<file path="src/rtl/parity_frame_tx_pkg.sv">
// Shared types and sizing helpers for the parity-framed serial transmitter.
package parity_frame_tx_pkg;

  typedef enum logic [1:0] {
    IDLE = 2'd0,
    DATA = 2'd1,
    PAR  = 2'd2
  } state_e;

  localparam int DATA_W_DEF = 8;

  // A one-bit payload still needs a one-bit counter.
  function automatic int cnt_w(input int dw);
    return (dw > 1) ? $clog2(dw) : 1;
  endfunction

endpackage

</file>
<file path="src/rtl/parity_frame_tx.sv">
// Serializes handshaked words MSB first plus a trailing parity bit; all outputs registered.
// Build option PARITY_FRAME_TX_ODD_EN selects odd parity instead of even.
module parity_frame_tx
  import parity_frame_tx_pkg::*;
#(
  parameter int DATA_W = DATA_W_DEF
) (
  input  logic              clk,
  input  logic              rst,
  input  logic [DATA_W-1:0] dataIn,
  input  logic              dataValid,
  output logic              dataReady,
  output logic              seqOut,
  output logic              seqValid,
  output logic              lastBit
);

  localparam int CNT_W = cnt_w(DATA_W);
  localparam logic [CNT_W-1:0] CNT_LAST = CNT_W'(DATA_W - 1);

`ifdef PARITY_FRAME_TX_ODD_EN
  localparam logic PAR_INV = 1'b1;
`else
  localparam logic PAR_INV = 1'b0;
`endif

  state_e            state_q, state_d;
  logic [DATA_W-1:0] shreg_q, shreg_d;
  logic [CNT_W-1:0]  cnt_q, cnt_d;
  logic              par_q, par_d;
  logic              ready_q, ready_d;
  logic              sout_q, sout_d;
  logic              svld_q, svld_d;
  logic              last_q, last_d;
  logic              accept;

  always_comb begin
    state_d = state_q;
    shreg_d = shreg_q;
    cnt_d   = cnt_q;
    par_d   = par_q;
    accept  = dataValid && ready_q;

    case (state_q)
      IDLE, PAR: begin
        if (accept) begin
          shreg_d = dataIn;
          par_d   = (^dataIn) ^ PAR_INV;
          cnt_d   = '0;
          state_d = DATA;
        end else begin
          state_d = IDLE;
        end
      end
      DATA: begin
        shreg_d = shreg_q << 1;
        cnt_d   = cnt_q + CNT_W'(1);
        if (cnt_q == CNT_LAST) state_d = PAR;
      end
      default: state_d = IDLE;
    endcase

    // Outputs are decoded from next state so they land in registers one edge early.
    ready_d = (state_d != DATA);
    svld_d  = (state_d != IDLE);
    last_d  = (state_d == PAR);
    case (state_d)
      DATA:    sout_d = shreg_d[DATA_W-1];
      PAR:     sout_d = par_d;
      default: sout_d = 1'b0;
    endcase
  end

  always_ff @(posedge clk) begin
    if (!rst) begin
      state_q <= IDLE;
      shreg_q <= '0;
      cnt_q   <= '0;
      par_q   <= 1'b0;
      ready_q <= 1'b0;
      sout_q  <= 1'b0;
      svld_q  <= 1'b0;
      last_q  <= 1'b0;
    end else begin
      state_q <= state_d;
      shreg_q <= shreg_d;
      cnt_q   <= cnt_d;
      par_q   <= par_d;
      ready_q <= ready_d;
      sout_q  <= sout_d;
      svld_q  <= svld_d;
      last_q  <= last_d;
    end
  end

  assign dataReady = ready_q;
  assign seqOut    = sout_q;
  assign seqValid  = svld_q;
  assign lastBit   = last_q;

endmodule

</file>
<file path="config.mk">
export PLATFORM = sky130hd
export DESIGN_NAME = parity_frame_tx
export DESIGN_NICKNAME = d
export VERILOG_FILES = /design/src/rtl/parity_frame_tx_pkg.sv /design/src/rtl/parity_frame_tx.sv
export SDC_FILE = /design/constraint.sdc
export NUM_CORES = 1
export LEC_CHECK = 0
export CAP_MARGIN = 5
export CELL_PAD_IN_SITES_DETAIL_PLACEMENT = 0
export CELL_PAD_IN_SITES_GLOBAL_PLACEMENT = 1
export CORE_MARGIN = 2
export CORE_UTILIZATION = 32
export DETAILED_ROUTE_END_ITERATION = 12
export PLACE_DENSITY_LB_ADDON = 0.12
export SETUP_SLACK_MARGIN = 0.15
export SYNTH_ARGS = -nofsm -noshare
export SYNTH_HDL_FRONTEND = slang
export SYNTH_SLANG_ARGS = --single-unit
</file>
<file path="constraint.sdc">
create_clock -name clk -period 1.3 [get_ports clk]
set_clock_uncertainty 0.1 [all_clocks]
set_input_delay 0.26 -clock clk [delete_from_list [all_inputs] [get_ports clk]]
set_output_delay 0.26 -clock clk [all_outputs]
set_load 0.005 [all_outputs]
</file>
==> impl_results.md <==
* Inst Count DP at 125
* Top sig layer: met4
* RSZ-0062 raised after global routing: yes
* IO buf count at 14
* Fin nets at 125
* Setup crit start kind: flip-flop
* PD cells at 985 nW/µm²
* Setup CP Type: flip-flop to flip-flop
* Post-synthesis net count at 90
* Setup slack at placement at -286 ps
* Commonest non-fill, non-tap cell in the layout: buf_4
* FP Rows at 17
* Antenna diodes at 0
* Dpl cell area at ~960 µm²
* CTS Buf Count at 3
* Initial Utilization at 33.2%
* Minimum clock period after layout at 1280 ps
* First-pass GRT wire length at 2.51 mm
* Metal3 WL at roughly 73 µm
* Final wirelength at 1.67 mm
* Yosys warns at 0
* Gr usage total at 12.8%
* Leakage at 0.471 nW
* Die Wd at around 52 µm
* Wl on met1 at 782 µm
* H-tree depth at 1
* Worst-Margin Slew at between 400 and 500 ps
* DRC viols at 0
* Fmax at 0.783 GHz
* Routed WL per cell at 12.0 µm
* DR iter-0 viols at 8
* Cell area after layout at 1130 µm²
* Worst r2r path cells at 6
* Sequential area share after synthesis at 46.7%
* Largest net degree at the start of global routing at 14
* I/O pin count at 15
* Cell taking the most area after synthesis: dfxtp_1
* Final Hold Viols at 0
* Gate Count Post-Synth at 77
* Hold_buf cts at 0
* Root Driver: clkbuf_4
* Status: completed
* Netlist Area Pre-Place at 728 µm²
* Slowest library cell on the worst path: dfxtp_2
* Ranking of synthesized cells by area: dfxtp_1 47%, xnor2_1 8.4%, a21oi_1 7.6%, a22oi_1 6.2%, nand2_1 4.6%
* Finish-stage setup viols at 0
* Hold WC Path Type: primary input to flip-flop
* CTS tree: done
* Non-Filler Instances at between 100 and 150
* Slew margin rel. at 72.1%
* DR pass1 iterations at 2
* Fillers at 221
* Share of layout cells above drive strength 1 at 36.9%
* Syn_area_per_cell at 9.46 µm²
* Met2 WL at approximately 780 µm
* CP Max Fanout at 3
* Die height at 51.7 µm
* Fin. max-slew vios at 0
* Cell depth of the worst min-delay path at 3
* Vias per inst at 4.67
* CORE AREA at 2190 µm²
* Synthesis-to-finish area growth at 55.0%
* CP Capture Type: flip-flop
* Worst-skew pair later-pin latency at 290 ps
* Reg clk slew, reported paths at ~100 ps
* Vias in the first global route at 591
* Post-layout util at about 50%
* CTS Buffer Depth at 2
* #FFs+latches synth at 17
* Crit-path cells: buf_6 -> buf_4 -> nand3b_1 -> o21ai_4 -> a32oi_1 -> nor2_1
* Initial antenna violation count at 0
* Synth cell types at 21
* Synth top area share at 46.7%
* Routed Antenna Nets at 0
* WP data arrival at 1350 ps
* Commonest cells after routing, fill and taps aside: 14 x buf_4, 13 x dfxtp_1, 10 x a21oi_1, 9 x nand2_1, 9 x dlygate4sd2_1
* DP HPWL at 1.09 mm
* Post-route setup TNS at 0 ps
* RD Place Congestion at approximately 0.72
* Vias at ~650
* Max rail drop VDD at about 660 µV
* CP peak stage delay at 330 ps
* # Max-Cap Violations at 0
* Die Area at between 2000 and 3000 µm²
* Final worst-path setup slack at 22.4 ps
* Tcrit/Tclk final at 98.3%
* Clock sink count at 17
* Req. time, crit path at 1370 ps
* Gr ovfl total at 0
-- layout make-up --
class | instances | area (µm²) | area share [%]
clock buffer | 4 | 26.3 | 2.33
inverter | 1 | 3.75 | 0.333
multi-input combinational | 57 | 443 | 39.2
sequential | 17 | 345 | 30.6
tap | 28 | 35.0 | 3.10
timing repair buffer | 32 | 275 | 24.4
-- metrics by stage --
stage	power [W]	hold slack (ps)
after floorplan	0.000699	282
after global placement	0.000793	350
after detailed placement	0.000793	349
after CTS	0.00107	302
after global routing	0.00117	305
final	0.00111	304
-- cell usage after synthesis --
master / number
and2_1: 1
a22oi_1: 6
ha_1: 2
a32oi_1: 1
o21ai_0: 2
nand3b_1: 1
and2b_2: 1
nand2b_1: 1
and3b_1: 1
xnor2_1: 7
dfxtp_1: 17
and3_1: 2
a21oi_1: 11
nor2_8: 1
buf_2: 1
nand2_1: 9
inv_1: 1
buf_6: 2
o2bb2ai_1: 1
nand3_1: 4
nor2_1: 5
-- cells by family after synthesis --
kind of cell | Yosys count | share of synthesized area [%]
adders and majority gates | 2 | 3.44
xor gates and xnor gates | 7 | 8.42
buffers and inverters | 4 | 4.29
DFF | 17 | 46.7
and+or+nand+nor | 26 | 19.6
AOI/OAI and AO/OA | 21 | 17.5
-- registers in the layout, indices dropped and copies added (netlist names) --
register	flops
state_q	2
seqOut	1
cnt_q	3
par_q	1
dataReady	1
shreg_q	7
lastBit	1
seqValid	1
-- where the power goes --
part / internal, W / switching [W] / total, W
Clock: 0.000120 / 0.000161 / 0.000281
Combinational: 0.000147 / 0.000117 / 0.000264
Sequential: 0.000550 / 0.0000168 / 0.000566
Total: 0.000816 / 0.000295 / 0.00111
-- final timing paths --
path                   start          to  slack, ps
hold / removal     dataIn[0]  shreg_q[0]        300
setup / recovery   dataReady      seqOut         20
setup reg to reg   dataReady      seqOut         20
hold reg to reg   shreg_q[2]  shreg_q[2]        360
-- worst max-delay path, delay by kind of cell, from the launching register on --
kind                   cells  cell delay, ps
DFF                        1             330
AOI/OAI and AO/OA          2             270
and+or+nand+nor            2             240
buffers and inverters      2             230
-- metal layers --
metal  vias to the layer above  global-route usage (%)
li1                        341                       -
met2                        12                    20.1
met4                         0                    3.95
met5                         -                       0
met3                         4                    5.17
met1                       292                    15.9
-- what timing repair did --
action,in CTS,in global routing
cloned,0,1
buffers inserted,2,7
pin swaps,10,11
resized for setup,29,14
endpoints found under the setup margin,19,16
(Power assumes the default switching activity.)
